==> config.mk <==
export PLATFORM = sky130hd
export DESIGN_NAME = fifo_stream_reader
export DESIGN_NICKNAME = d
export VERILOG_FILES = /design/src/rtl/fifo_stream_reader.sv
export SDC_FILE = /design/constraint.sdc
export NUM_CORES = 1
export LEC_CHECK = 0
export ABC_AREA = 1
export BUFFER_PORTS_ARGS = -buffer_cell sky130_fd_sc_hd__buf_4
export CORE_ASPECT_RATIO = 2
export CORE_MARGIN = 2
export CORE_UTILIZATION = 40
export CTS_BUF_LIST = sky130_fd_sc_hd__clkbuf_4
export CTS_CLUSTER_DIAMETER = 150
export DETAILED_ROUTE_END_ITERATION = 8
export PLACE_DENSITY_LB_ADDON = 0.12
export SLEW_MARGIN = 15
export SYNTH_ARGS = -nofsm -noshare
export SYNTH_HDL_FRONTEND = slang
export SYNTH_SLANG_ARGS = --single-unit
==> constraint.sdc <==
create_clock -name clk_i -period 2.34 [get_ports clk_i]
set_input_delay 0.468 -clock clk_i [delete_from_list [all_inputs] [get_ports clk_i]]
set_output_delay 0.468 -clock clk_i [all_outputs]
set_load 0.01 [all_outputs]
==> src/rtl/fifo_stream_reader.sv <==
// fifo_stream_reader: pops a fixed-read-latency FIFO and presents the words as an AXI-Stream master.
// Defining FIFO_READER_LAST_EN adds m_axis_tlast_o, asserted on every PKT_LEN-th beat.
module fifo_stream_reader #(
  parameter int DATA_WIDTH   = 32,
  parameter int READ_LATENCY = 1,
  parameter int PKT_LEN      = 16
) (
  input  logic                  clk_i,
  input  logic                  rst_i,
  input  logic [DATA_WIDTH-1:0] fifo_data_i,
  input  logic                  fifo_empty_i,
  output logic                  fifo_pop_o,
  output logic [DATA_WIDTH-1:0] m_axis_tdata_o,
  output logic                  m_axis_tvalid_o,
  input  logic                  m_axis_tready_i
`ifdef FIFO_READER_LAST_EN
  ,
  output logic                  m_axis_tlast_o
`endif
);

  localparam int DEPTH = READ_LATENCY + 1;
  localparam int PTR_W = $clog2(DEPTH);
  localparam int CNT_W = $clog2(DEPTH + 1);
  localparam logic [CNT_W-1:0] DEPTH_C  = CNT_W'(DEPTH);
  localparam logic [PTR_W-1:0] PTR_LAST = PTR_W'(DEPTH - 1);

  if (READ_LATENCY < 1 || READ_LATENCY > 4) begin : g_bad_latency
    $error("fifo_stream_reader: READ_LATENCY must be in 1..4");
  end
  if (PKT_LEN < 1) begin : g_bad_pkt_len
    $error("fifo_stream_reader: PKT_LEN must be at least 1");
  end

  // Handshake: a beat moves when m_axis_tvalid_o && m_axis_tready_i are both high in
  // one cycle; once tvalid is up, tvalid and tdata stay frozen until that beat moves.

  logic [CNT_W-1:0]        credit_q;
  logic [CNT_W-1:0]        credit_d;
  logic [CNT_W-1:0]        buf_count_q;
  logic [CNT_W-1:0]        buf_count_d;
  logic [PTR_W-1:0]        rd_ptr_q;
  logic [PTR_W-1:0]        wr_ptr_q;
  logic [READ_LATENCY-1:0] inflight_q;
  logic [DATA_WIDTH-1:0]   buf_q [DEPTH];
  logic                    transfer;
  logic                    buf_wr;

  function automatic logic [PTR_W-1:0] ptr_inc(input logic [PTR_W-1:0] p);
    return (p == PTR_LAST) ? '0 : p + PTR_W'(1);
  endfunction

  assign transfer        = m_axis_tvalid_o && m_axis_tready_i;
  assign buf_wr          = inflight_q[READ_LATENCY-1];
  assign m_axis_tvalid_o = (buf_count_q != '0);
  assign m_axis_tdata_o  = m_axis_tvalid_o ? buf_q[rd_ptr_q] : '0;

  // Credits count both buffered words and words still in the FIFO read pipe, so a
  // pop is only issued when its word is guaranteed a buffer slot on arrival.
  always_comb begin
    fifo_pop_o = 1'b0;
    if (!rst_i && !fifo_empty_i && ((credit_q < DEPTH_C) || transfer)) begin
      fifo_pop_o = 1'b1;
    end
  end

  always_comb begin
    credit_d = credit_q;
    if (fifo_pop_o && !transfer) begin
      credit_d = credit_q + CNT_W'(1);
    end else if (!fifo_pop_o && transfer) begin
      credit_d = credit_q - CNT_W'(1);
    end
  end

  always_comb begin
    buf_count_d = buf_count_q;
    if (buf_wr && !transfer) begin
      buf_count_d = buf_count_q + CNT_W'(1);
    end else if (!buf_wr && transfer) begin
      buf_count_d = buf_count_q - CNT_W'(1);
    end
  end

  always_ff @(posedge clk_i or posedge rst_i) begin
    if (rst_i) begin
      credit_q    <= '0;
      buf_count_q <= '0;
      rd_ptr_q    <= '0;
      wr_ptr_q    <= '0;
      inflight_q  <= '0;
    end else begin
      credit_q    <= credit_d;
      buf_count_q <= buf_count_d;
      inflight_q  <= (inflight_q << 1) | READ_LATENCY'(fifo_pop_o);
      if (buf_wr) begin
        wr_ptr_q <= ptr_inc(wr_ptr_q);
      end
      if (transfer) begin
        rd_ptr_q <= ptr_inc(rd_ptr_q);
      end
    end
  end

  // Storage needs no reset: contents are only visible while buf_count_q is non-zero.
  always_ff @(posedge clk_i) begin
    if (buf_wr) begin
      buf_q[wr_ptr_q] <= fifo_data_i;
    end
  end

`ifdef FIFO_READER_LAST_EN
  localparam int BEAT_W = (PKT_LEN > 1) ? $clog2(PKT_LEN) : 1;
  localparam logic [BEAT_W-1:0] BEAT_LAST = BEAT_W'(PKT_LEN - 1);

  logic [BEAT_W-1:0] beat_q;

  always_ff @(posedge clk_i or posedge rst_i) begin
    if (rst_i) begin
      beat_q <= '0;
    end else if (transfer) begin
      beat_q <= (beat_q == BEAT_LAST) ? '0 : beat_q + BEAT_W'(1);
    end
  end

  assign m_axis_tlast_o = m_axis_tvalid_o && (beat_q == BEAT_LAST);
`endif

endmodule
Yosys cells after proc, flatten, opt, wreduce, memory -nomap -nowiden
Memory sizes are Yosys's and may differ from the RTL's.
Index checks and enable logic that the tools add are counted.
- output and inout port bits: 34
- bits in read-only memories: 0
- word-level logic and storage cells: 39
- latch bits: 0
- bits in writable memories: 64
- input port bits: 36
- memories kept: 1
- register bits after elaboration: 7
- $lt $le $gt $ge: 1
- bitwise operators: 0
- divide/modulo/power cells: 0
- reductions and logical operators: 16
- shifts and indexed selects: 0
- muxes and demuxes: 10
- eq/ne operators: 0
- $mul: 0
- add/subtract/negate cells: 6
- memory list (memory ; depth ; width ; read ports ; clocked after Yosys merged registers in ; write ports ; line ; text):
    buf_q ; 2 ; 32 ; 1 ; 0 ; 1 ; 45 ; logic [DATA_WIDTH-1:0] buf_q [DEPTH];
- operators with widths (operator ; count):
    $mux 32 ; 1
    $mux 2 ; 4
    $logic_and 1x1->1 ; 7
    $reduce_bool 2->1 ; 3
    $logic_not 1->1 ; 5
    $mux 1 ; 5
    $add 2x1->2 const B ; 2
    $sub 2x1->2 const B ; 2
    $add 1x1->1 const B ; 2
    $lt 2x2->1 const B ; 1
    $logic_or 1x1->1 ; 1

Depth between registers and ports, before layout
- depth after elaboration: 9
- mapped depth: 10
- mapped depth without buffers: 10

Least setup slack after synthesis
No wires, ideal clock.
- path kind: reg-to-reg
- from: register inflight_q, in the netlist buf_wr
- to: memory buf_q[0][0], enable pin
- period minus slack after synthesis: 2.207 ns
- library setup time: 0.421 ns
- path buffers: 0
- setup slack: 0.133 ns
- data required time: 1.919 ns
- data arrival time: 1.786 ns
- stages on the path, launching flop included: 3
- path through: dfrtp_1 -> inv_1 -> nor2_1
- longest elaborated chain between the ends: 2
- RTL lines (element ; line ; text):
    start, declared ; 44 ; logic [READ_LATENCY-1:0] inflight_q;
    start signal, assigned ; 95 ; inflight_q <= (inflight_q << 1) | READ_LATENCY'(fifo_pop_o);
    $mux 1 ; 107 ; if (buf_wr) begin
    $mux 1 (implied by the code) ; 108 ; buf_q[wr_ptr_q] <= fifo_data_i;
    end, declared ; 45 ;
Every way passes these cells.

Final worst setup path
- from: input port rst_i
- to: output port fifo_pop_o
- longest elaborated chain between the ends: 4
- RTL lines (element ; line ; text):
    start, declared ; 9 ; input logic rst_i,
    $logic_not 1->1 (no source line) ; -- ;
    $logic_and 1x1->1 (2 in a row) ; 62 ; if (!rst_i && !fifo_empty_i && ((credit_q < DEPTH_C) || transfer)) begin
    $mux 1 ; 62 ;
    end, declared ; 12 ; output logic fifo_pop_o,
Every way passes these cells.

==> metrics.txt <==
Starting Density 0.407; H-tree levels 3; Post-Layout Cell Count 392; max-cap violations 0; share of the synthesized area in the top cell type 0.654; Worst-path clk slew 100 ps; Worst Hold Class input port to flop; initial antenna violation count 0; Fin. Hold Viols 0; CTS Sinks 71; DRT Pass-1 Iters 4; Synth Cell Area 2940 µm²; clk_lat worst skew 400 ps; die width between 60 and 70 µm; pwr dens 1130 nW/µm²; layout net count around 330; remaining antenna violation count 0; Residual DRC 0; number of vias per cell roughly 4.6; Syn Area/Cell around 14 µm²; area of the multi-input gates between 600 and 700 µm²; post_cts resized 0; total design power 4100 µW; post-detail-place hpwl 3.62 mm; Cell variety after synth 18; Synth Warn # 0; Worst Setup Start Kind input port; first-pass GRT wire length 8.41 mm; Mapped Nets 254; Avg WL per Cell ~13 µm; part of the Yosys area used for sequential elements 0.714; Worst Path Arrival between 1500 and 2000 ps; Total GRT Usage 0.144; Flop pwr share 0.414; placed cell count between 300 and 400; share of post-route cells with drive strength above 1 0.420; run status finished clean; Inserted Diodes 0; number of global-route vias before repair 1802; TritonCTS Buffers 9; Comb pwr share 0.440; crit-path max FO 3; Die H 125 µm; switching share of power 0.370; clk_skew 3.66 ps; Worst EP required 1870 ps; Clock Path Buffers 2; detailed router's first-iteration violation count 59; gr ovfl total 0; final worst path period need between 2000 and 2500 ps; Final Max Slew Viols 0; via count 1809; Die ar. 8090 µm²; Total Neg Setup Slack 0 ps; Net Sw Power 1520 µW; Yosys reg bits slightly above 70; Worst setup EP type output port; largest net degree at the start of global routing 34; total core area 7210 µm²; Post-Route WL 5.23 mm; Fillers between 600 and 700; clock root buffer clkbuf_4; Area growth, synth to finish 23.9%; Mapped Cells approximately 220; largest cells by area after synthesis edfxtp_1 (65%), nand2_1 (9.6%), a21oi_2 (9.2%); # Post-CTS Setup Buffers 0; # setup viols final 0; leakage power 0.00144 µW; Int Pwr 2580 µW; slew margin rel. 0.737; IO buf count 69; post-route clock period utilization 0.929; # IOs 70; RSZ-0062 raised after global routing no; CTS tree built; VDD IR max 0.501 mV; Row Count between 40 and 50; GPL Wtd Cong roughly 0.76; clock network power share 0.145; post-synth top area cell edfxtp_1; Setup CP Type input port to output port; fmax 460 MHz; FF/Latch Area 2100 µm²; worst slew pin tran 395 ps
## cells in the mapped netlist
cell / instances
a21oi_1: 2
a21oi_2: 31
buf_6: 10
dfrtp_1: 7
edfxtp_1: 64
ha_1: 2
inv_1: 11
inv_2: 1
inv_6: 1
nand2_1: 75
nand2_4: 1
nand3_1: 3
nand4_1: 2
nor2_1: 1
nor2_4: 1
or2_2: 1
xnor2_1: 2
xor2_1: 1
## path summary, 6_finish.rpt
check,startpoint,cells after the start,slack (ps),to
setup / recovery,rst_i,5,170,fifo_pop_o
hold / removal,fifo_data_i[2],1,240,buf_q[1][2]
setup reg to reg,buf_count_q[0],9,840,credit_q[1]
hold reg to reg,credit_q[1],1,510,buf_wr
max in group asynchronous,rst_i,3,1560,buf_count_q[1]
min in group asynchronous,rst_i,3,560,rd_ptr_q
## worst max-delay path, stage by stage
cell	delay, ps
dlygate4sd3_1	540
buf_4	130
or2_2	270
a21oi_2	150
buf_4	140
## repair_timing
| action | in CTS | in global routing |
|---|---|---|
| setup endpoints to repair | 0 | 0 |
| endpoints found under the hold margin | 7 | 0 |
| hold buffers | 1 | 0 |
## power by group through the flow
stage | clock network, µW | logic [µW] | registers, µW
floorplan | 0 | 1230 | 1690
global placement | 0 | 1820 | 1730
detailed placement | 0 | 1840 | 1730
CTS | 626 | 1840 | 1700
global route | 667 | 2000 | 1720
finish | 596 | 1810 | 1700
## cell usage in the layout, fill, tap and decap left out
cell	count
clkinvlp_4	1
nand4_1	2
dlygate4sd3_1	1
or2_2	1
dfrtp_1	7
buf_4	77
nand3_1	3
inv_2	1
clkinv_1	4
nand2_4	1
a21oi_2	31
a21oi_1	2
clkinv_2	1
xor2_1	1
edfxtp_1	64
clkbuf_4	10
xnor2_1	2
ha_1	2
nand2_1	75
inv_1	11
nor2_4	2
inv_6	1
## metrics by stage
stage	utilization	setup slack (ps)	hold slack (ps)	instance area (µm²)
2_1_floorplan	-	133	271	2940
3_3_place_gp	0.489	610	434	3530
3_5_place_dp	0.489	595	428	3530
4_1_cts	0.505	116	197	3640
5_1_grt	0.505	1.47	199	3640
6_report	0.505	166	244	3640
## area by class of cell
type / instances / area share
Timing Repair Buffer: 78 / 0.162
Tap cell: 92 / 0.0316
Sequential cell: 71 / 0.576
Clock inverter: 6 / 0.00757
Clock buffer: 10 / 0.0206
Inverter: 13 / 0.0148
Multi-Input combinational cell: 122 / 0.187
## sequential cells by signal, indices dropped and copies added (netlist names)
signal       cells
buf_count_q      2
credit_q         2
rd_ptr_q         1
buf_wr           1
wr_ptr_q         1
buf_q           64
## kinds of logic (layout without fill, tap and decap cells)
family                   count (synthesis)  count (layout)  synth area share
flip-flops                              71              71             0.714
buffers and inverters                   23             107            0.0566
XOR/XNOR                                 3               3           0.00895
AND/OR/NAND/NOR                         84              84             0.116
adder cells (fa/ha/maj)                  2               2           0.00852
AO/OA/AOI/OAI                           33              33            0.0958
## routing by layer
| layer | part of all wire | track usage |
|---|---|---|
| met1 | 0.37 | 0.147 |
| met2 | 0.52 | 0.241 |
| met3 | 0.066 | 0.0549 |
| met4 | 0.041 | 0.0914 |
| met5 | 0 | 0 |
(Power assumes the default switching activity.)
